## config.mk

```make
export PLATFORM = sky130hd
export DESIGN_NAME = alu_seq_ctrl
export DESIGN_NICKNAME = d
export VERILOG_FILES = /design/src/rtl/alu_seq_ctrl_pkg.sv /design/src/rtl/alu_seq_ctrl.sv
export SDC_FILE = /design/constraint.sdc
export NUM_CORES = 1
export LEC_CHECK = 0
export CAP_MARGIN = 10
export CORE_UTILIZATION = 44
export CTS_CLUSTER_DIAMETER = 150
export CTS_CLUSTER_SIZE = 16
export DETAILED_ROUTE_END_ITERATION = 12
export MAX_ROUTING_LAYER = met4
export PLACE_DENSITY = 0.81
export SYNTH_ARGS = -nofsm -noshare
export SYNTH_HDL_FRONTEND = slang
export SYNTH_SLANG_ARGS = --single-unit
```

## constraint.sdc

```tcl
create_clock -name clk -period 8.32 [get_ports clk]
set_input_delay 2.08 -clock clk [delete_from_list [all_inputs] [get_ports clk]]
set_output_delay 2.08 -clock clk [all_outputs]
set_load 0.05 [all_outputs]
```

## src/rtl/alu_seq_ctrl_pkg.sv

```systemverilog
// ---------------------------------------------------------------------------
// alu_seq_ctrl_pkg : ALU opcode map, FSM state encoding and decode helpers
// Revision: 1.0
// ---------------------------------------------------------------------------
`default_nettype none

package alu_seq_ctrl_pkg;

  localparam logic [3:0] OP_AND  = 4'b0000;
  localparam logic [3:0] OP_OR   = 4'b0001;
  localparam logic [3:0] OP_XOR  = 4'b0010;
  localparam logic [3:0] OP_NOR  = 4'b0011;
  localparam logic [3:0] OP_ADD  = 4'b0100;
  localparam logic [3:0] OP_SUB  = 4'b0101;
  localparam logic [3:0] OP_MUL  = 4'b0110;
  localparam logic [3:0] OP_DIV  = 4'b0111;
  localparam logic [3:0] OP_REM  = 4'b1000;
  localparam logic [3:0] OP_SLL  = 4'b1001;
  localparam logic [3:0] OP_SRL  = 4'b1010;
  localparam logic [3:0] OP_SRA  = 4'b1011;
  localparam logic [3:0] OP_ROTL = 4'b1100;
  localparam logic [3:0] OP_ROTR = 4'b1101;

  typedef enum logic [1:0] {
    ST_IDLE  = 2'd0,
    ST_EXEC1 = 2'd1,
    ST_EXEC2 = 2'd2,
    ST_RESP  = 2'd3
  } state_t;

  function automatic logic op_is_illegal(input logic [3:0] op);
    return (op == 4'b1110) || (op == 4'b1111);
  endfunction

  function automatic logic op_needs_divisor(input logic [3:0] op);
    return (op == OP_DIV) || (op == OP_REM);
  endfunction

  function automatic logic op_has_flags(input logic [3:0] op);
    return (op == OP_ADD) || (op == OP_SUB);
  endfunction

endpackage

`default_nettype wire

```

## src/rtl/alu_seq_ctrl.sv

```systemverilog
// ---------------------------------------------------------------------------
// alu_seq_ctrl : request/response sequencer around an external shared ALU
// Revision: 1.0
// ---------------------------------------------------------------------------
`default_nettype none

module alu_seq_ctrl
  import alu_seq_ctrl_pkg::*;
(
  input  logic        clk,
  input  logic        clr,
  input  logic        req_valid,
  output logic        req_ready,
  input  logic [3:0]  req_op,
  input  logic [31:0] req_a,
  input  logic [31:0] req_b,
  output logic [3:0]  alu_opcode,
  output logic [31:0] alu_a,
  output logic [31:0] alu_b,
  input  logic [31:0] alu_result,
  input  logic [31:0] alu_result_hi,
  input  logic        alu_carry,
  input  logic        alu_ovf,
  output logic        rsp_valid,
  input  logic        rsp_ready,
  output logic [31:0] rsp_lo,
  output logic [31:0] rsp_hi,
  output logic        rsp_carry,
  output logic        rsp_ovf,
  output logic        rsp_div0,
  output logic        rsp_illegal,
  output logic [15:0] op_count
);

  state_t     r_state;
  logic [3:0] r_op;

  always_ff @(posedge clk or posedge clr) begin
    if (clr) begin
      r_state     <= ST_IDLE;
      r_op        <= 4'd0;
      req_ready   <= 1'b1;
      alu_opcode  <= 4'd0;
      alu_a       <= 32'd0;
      alu_b       <= 32'd0;
      rsp_valid   <= 1'b0;
      rsp_lo      <= 32'd0;
      rsp_hi      <= 32'd0;
      rsp_carry   <= 1'b0;
      rsp_ovf     <= 1'b0;
      rsp_div0    <= 1'b0;
      rsp_illegal <= 1'b0;
      op_count    <= 16'd0;
    end else begin
      case (r_state)
        ST_IDLE: begin
          if (req_valid) begin
            r_op      <= req_op;
            req_ready <= 1'b0;
            rsp_carry <= 1'b0;
            rsp_ovf   <= 1'b0;
            // Early-out cases leave the ALU inputs untouched so it never sees the op.
            if (op_is_illegal(req_op)) begin
              r_state     <= ST_RESP;
              rsp_valid   <= 1'b1;
              rsp_lo      <= 32'd0;
              rsp_hi      <= 32'd0;
              rsp_div0    <= 1'b0;
              rsp_illegal <= 1'b1;
            end else if (op_needs_divisor(req_op) && (req_b == 32'd0)) begin
              r_state     <= ST_RESP;
              rsp_valid   <= 1'b1;
              rsp_lo      <= 32'd0;
              rsp_hi      <= req_a;
              rsp_div0    <= 1'b1;
              rsp_illegal <= 1'b0;
            end else begin
              r_state    <= ST_EXEC1;
              alu_opcode <= req_op;
              alu_a      <= req_a;
              alu_b      <= req_b;
            end
          end
        end

        ST_EXEC1: begin
          rsp_lo      <= alu_result;
          rsp_hi      <= (r_op == OP_MUL) ? alu_result_hi : 32'd0;
          rsp_carry   <= op_has_flags(r_op) ? alu_carry : 1'b0;
          rsp_ovf     <= op_has_flags(r_op) ? alu_ovf : 1'b0;
          rsp_div0    <= 1'b0;
          rsp_illegal <= 1'b0;
          if (r_op == OP_DIV) begin
            r_state    <= ST_EXEC2;
            alu_opcode <= OP_REM;
          end else begin
            r_state   <= ST_RESP;
            rsp_valid <= 1'b1;
          end
        end

        ST_EXEC2: begin
          rsp_hi    <= alu_result;
          r_state   <= ST_RESP;
          rsp_valid <= 1'b1;
        end

        ST_RESP: begin
          if (rsp_ready) begin
            r_state   <= ST_IDLE;
            rsp_valid <= 1'b0;
            req_ready <= 1'b1;
            op_count  <= op_count + 16'd1;
          end
        end

        default: begin
          r_state   <= ST_IDLE;
          rsp_valid <= 1'b0;
          req_ready <= 1'b1;
        end
      endcase
    end
  end

endmodule

`default_nettype wire

```

## Yosys cells after proc, flatten, opt, wreduce, memory -nomap -nowiden

Cells that the tools add are included.

| storage, ports and cells | value |
|---|---|
| bits in registers | 160 |
| input port bits | 138 |

| operators by class | value |
|---|---|
| add/sub/neg operators | 1 |
| eq/ne operators | 18 |
| muxes and demuxes | 40 |
| bitwise gates (word level) | 2 |
| reductions and logical operators | 19 |

Operators with widths:

| cell | number |
|---|---|
| $mux 32 | 7 |
| $pmux 32 s3 | 1 |
| $pmux 32 s2 | 1 |
| $logic_not 32->1 | 1 |
| $eq 4x3->1 const B | 5 |
| $add 16x1->16 const B | 1 |
| $mux 4 | 4 |
| $mux 1 | 15 |
| $eq 4x4->1 const B | 3 |
| $ne 2x2->1 const B | 6 |
| $pmux 1 s2 | 5 |
| $reduce_and 3->1 | 3 |
| $mux 2 | 4 |
| $pmux 2 s4 | 1 |
| $pmux 4 s2 | 1 |
| $reduce_and 2->1 | 4 |
| $reduce_and 4->1 | 2 |
| $reduce_and 5->1 | 1 |
| $eq 2x2->1 const B | 2 |
| $pmux 1 s4 | 1 |
| $reduce_bool 2->1 | 2 |
| $logic_or 1x1->1 | 3 |
| $ne 3x3->1 const B | 1 |
| $reduce_bool 3->1 | 1 |
| other kinds (4) | 5 |

## Longest topological paths before layout

| depth | value |
|---|---|
| depth in word-level cells | 7 |
| depth in mapped cells | 9 |

## Worst setup path after synthesis

OpenSTA, ideal clock, no wires.

| timing path | value |
|---|---|
| kind | input to register |
| start | in req_b[8] |
| end | reg alu_a[17] |
| setup time | 125 ps |
| arrival time | 3458 ps |
| path slack | 4737 ps |
| cell stages on the path | 7 |
| path through | nor4_2 nand4_1 nor3_2 nor2_1 buf_6 buf_6 mux2_4 |

| between the ends | value |
|---|---|
| longest elaborated chain between the ends | 4 |

RTL lines:

| item | line | source |
|---|---|---|
| start, declared | alu_seq_ctrl.sv:16 | `input logic [31:0] req_b,` |
| $logic_not 32->1 | alu_seq_ctrl.sv:70 | `end else if (op_needs_divisor(req_op) && (req_b == 32'd0)) begin` |
| $logic_and 1x1->1 | alu_seq_ctrl.sv:70 |  |
| $not 1->1 (no source line) | - |  |
| $reduce_and 4->1 (no source line) | - |  |
| end signal, assigned | alu_seq_ctrl.sv:80 | `alu_a <= req_a;` |
| end, declared | alu_seq_ctrl.sv:18 | `output logic [31:0] alu_a,` |

No other way between the ends.
A chain may end at the register's enable or synchronous reset.

## Worst setup path after layout

| timing path | value |
|---|---|
| start | in req_op[3] |
| end | reg alu_b[2] |

| between the ends | value |
|---|---|
| longest elaborated chain between the ends | 5 |
| elaborated cells on any way between the ends | 10 |
| classes of those cells | 4 x eq/ne; 2 x bitwise; 4 x reduce/logical |

RTL lines:

| item | line | source |
|---|---|---|
| start, declared | alu_seq_ctrl.sv:14 | `input logic [3:0] req_op,` |
| $eq 4x3->1 or $eq 4x4->1 (tied branches) | alu_seq_ctrl_pkg.sv:36 | `return (op == OP_DIV) \|\| (op == OP_REM);` |
| $logic_or 1x1->1 | alu_seq_ctrl_pkg.sv:36 |  |
| $logic_and 1x1->1 | alu_seq_ctrl.sv:70 |  |
| $not 1->1 (no source line) | - |  |
| $reduce_and 4->1 (no source line) (*) | - |  |
| end signal, assigned | alu_seq_ctrl.sv:81 | `alu_b <= req_b;` |
| end, declared | alu_seq_ctrl.sv:19 | `output logic [31:0] alu_b,` |

Mark *: on every way between the ends. The rest lies on a longest branch, timed or not.

==> run_results.csv <==
group,metric,value,unit
status,status,"complete, no violations",
timing,slew_violations,0,
clock_tree,clock-root-buffer,"clkbuf_16",
setup_path,cpPeakStageDelay,0.71,ns
routing,wl_per_cell,18.8,um
setup_path,critPathCapture,"alu_b[2]$_DFFE_PP0P_",
clock_tree,hold_buffers,0,
yosys,synthArstFlopShare,100,%
yosys,synth_warnings,0,
grt,grt_pass1_vias,5872,
timing,fin_setup_tns,0,ns
timing,period_needed,4.75,ns
power_and_ir_drop,ir_drop,0.310,mV
routing,drt-met1-wl,8690,um
setup_path,critPathLaunch,"req_op[3]",
routing,wl,20700,um
routing,drt_first_pass_iters,8,
routing,remaining_drc_errors,0,
die,coreArea,16100,um2
die,die_y,131,um
timing,tightest_slew,1.21,ns
yosys,synth_most_common_cell,"dfrtp_1",
yosys,netlist_area,7300,um2
flow_run,cap_violations,0,
finish,drive_gt1_share,11.6,%
clock_tree,numCtsBuffers,17,
power_and_ir_drop,pwr_density_cell,445,nW/um2
routing,top_layer,"met4",
routing,drtIter0Drc,377,
die,rows,46,
setup_path,crit_fanout,41,
yosys,syn_nets,731,
grt,grt_max_degree,89,
setup_path,cp-start-kind,"input pin",
yosys,ys_seq_area_share,54.8,%
clock_tree,cts_resized,0,
clock_tree,clk_pin_slew,0.06,ns
yosys,synth_area_leaders,"dfrtp_1 54%, mux2i_1 9.0%, mux2_2 6.3%, a222oi_1 4.4%, inv_1 3.9%",
setup_path,crit_slowest_cell,"nor2_4",
yosys,synth_top_area_share,54.5,%
timing,fin_hold_ws,0.463,ns
setup_path,r2r_start,"r_state[1]$_DFFE_PP0P_",
timing,finalSetupViolCount,0,
setup_path,worstReg2RegEnd,"alu_b[2]$_DFFE_PP0P_",
place,dpl_cell_area,10400,um2
routing,wl_met2,9770,um
routing,dr_wl_met3,1650,um
setup_path,crit_path_end_kind,"register",
timing,timing.final.crit_share,57.1,%
clock_tree,cts.htree.levels,4,
setup_path,worst-setup-path-type,"input pin to register",
finish,fill_cells,1207,
timing,slew-limit-headroom,19.2,%
finish,nets,1016,
yosys,synthTopCellsByCount,"159 x dfrtp_1, 75 x inv_1, 66 x mux2i_1, 44 x nand2_1, 41 x mux2_2",
clock_tree,cts_tree,"done",
clock_tree,postCtsSetupRepairBufs,0,
yosys,synthCells,587,
timing,setup_ws,3.57,ns
finish,instances_no_fill,1099,
yosys,syn_area_per_cell,12.4,um2
yosys,yosys.cell_types.count,54,
setup_path,worst_ep_required_time,8.62,ns
yosys,synth_top_area_cell,"dfrtp_1",
setup_path,cp.arrival,5.05,ns
die,pin_count,292,
timing,clock_skew,0.00859,ns
finish,syn_to_final_growth,50.0,%
place,placed_cells,1069,
finish,register_area,4010,um2
clock_tree,cts.sinks,160,
finish,multi_input_area,2850,um2
setup_path,worstPathCellList,"clkdlybuf4s50_1, nor4b_2, a31oi_2, nor3_2, nor2_4, buf_4, mux2_2",
yosys,ys_seq_elements,160,
timing,fmax,211,MHz
place,port_buffers,291,
place,hpwl,14400,um
setup_path,r2r_slack,5.02,ns
timing,timing_hold_violations_final,0,
clock_tree,worstSkewPairLatency,0.42,ns
yosys,synth_edf_count,0,
finish,antenna_cells,0,
yosys,synthFlopType,"dfrtp_1",
routing,drtAntennaViolNets,0,
finish,stdcell_area,11000,um2
die,initial_core_util,45.5,%
place,gp_congestion,0.795,
clock_tree,cts_max_path_buffers,2,
setup_path,ff2ff_path_depth,6,
hold_path,hp-class,"register to register",
routing,viasPerCell,5.36,
grt,grt_usage,25.0,%
routing,dr_total_vias,5888,
timing,rsz0062_at_grt,"false",
die,die_w,131,um
place,dp_slack,3.13,ns
power_and_ir_drop,p_leak,4.83,nW
die,dieArea,17100,um2
grt,antenna_found_initial,0,
grt,overflow,0,
grt,grt_pass1_wl,31100,um
[stage by stage]
| step | power [mW] | utilization (%) |
|---|---|---|
| after floorplan | 3.21 | - |
| after CTS | 4.91 | 68.2 |
| after global placement | 4.08 | 64.6 |
| final | 4.88 | 68.2 |
| after detailed placement | 4.12 | 64.6 |
| after global routing | 5.11 | 68.2 |
[registers in the layout (all words and copies together), names as in the netlist]
| signal | cells |
|---|---|
| r_state | 2 |
| rsp_div0 | 1 |
| rsp_carry | 1 |
| op_count | 16 |
| alu_a | 32 |
| rsp_ovf | 1 |
| r_op | 4 |
| rsp_illegal | 1 |
| alu_opcode | 4 |
| rsp_valid | 1 |
| rsp_lo | 32 |
| alu_b | 32 |
| rsp_hi | 32 |
| req_ready | 1 |
[cell type report]
class | instances | share of cell area (%)
inverter | 75 | 2.62
clock buffer | 21 | 4.30
multi-input combinational | 321 | 26.0
tap | 216 | 2.47
timing repair buffer | 297 | 27.0
clock inverter | 9 | 0.994
sequential | 160 | 36.6
[kinds of logic after synthesis]
kind of cell               share of synthesized area (%)
adders and majority gates                           1.03
buffers and inverters                               6.55
muxes                                               20.3
and+or+nand+nor                                     7.57
DFF                                                 54.8
xor gates and xnor gates                            1.80
AOI/OAI and AO/OA                                   7.90
[report_power, final]
group | total, mW | internal (mW) | switching (mW)
logic | 2.82 | 1.04 | 1.77
clock network | 0.772 | 0.462 | 0.310
registers | 1.29 | 1.10 | 0.186
[worst min-delay path by stage]
stage                                        start                        to  slack [ns]  cells after the start
after global placement    op_count[15]$_DFFE_PP0P_  op_count[15]$_DFFE_PP0P_        0.46                      1
after CTS                 op_count[15]$_DFFE_PP0P_  op_count[15]$_DFFE_PP0P_        0.47                      1
final                     op_count[15]$_DFFE_PP0P_  op_count[15]$_DFFE_PP0P_        0.46                      1
after detailed placement  op_count[15]$_DFFE_PP0P_  op_count[15]$_DFFE_PP0P_        0.46                      1
after floorplan                r_op[2]$_DFFE_PP0P_       r_op[2]$_DFFE_PP0P_        0.49                      1
after global routing      op_count[15]$_DFFE_PP0P_  op_count[15]$_DFFE_PP0P_        0.47                      1
[metal layers]
metal | track usage [%] | vias to the layer above
li1 | - | 2660
met1 | 30.5 | 2922
met2 | 39.5 | 267
met3 | 6.92 | 39
met4 | 9.80 | 0
met5 | - | -
[placed cells by master (no fill, tap or decap), types with 6 or more instances in the layout]
master	count
xnor2_1	10
nor2_1	6
nand4_1	7
mux2_1	20
nand3_1	8
buf_4	6
dfrtp_1	159
nand2_1	44
nor4_1	13
clkdlybuf4s50_1	291
mux2_4	9
inv_1	74
mux2i_1	66
clkbuf_16	17
mux2_2	41
a222oi_1	32
[worst max-delay path, delay by kind of cell]
family	cells	cell delay [ns]
buffers and inverters	2	1.12
and+or+nand+nor	3	1.06
AOI/OAI and AO/OA	1	0.35
muxes	1	0.40
Power figures use the tool's default switching activity.
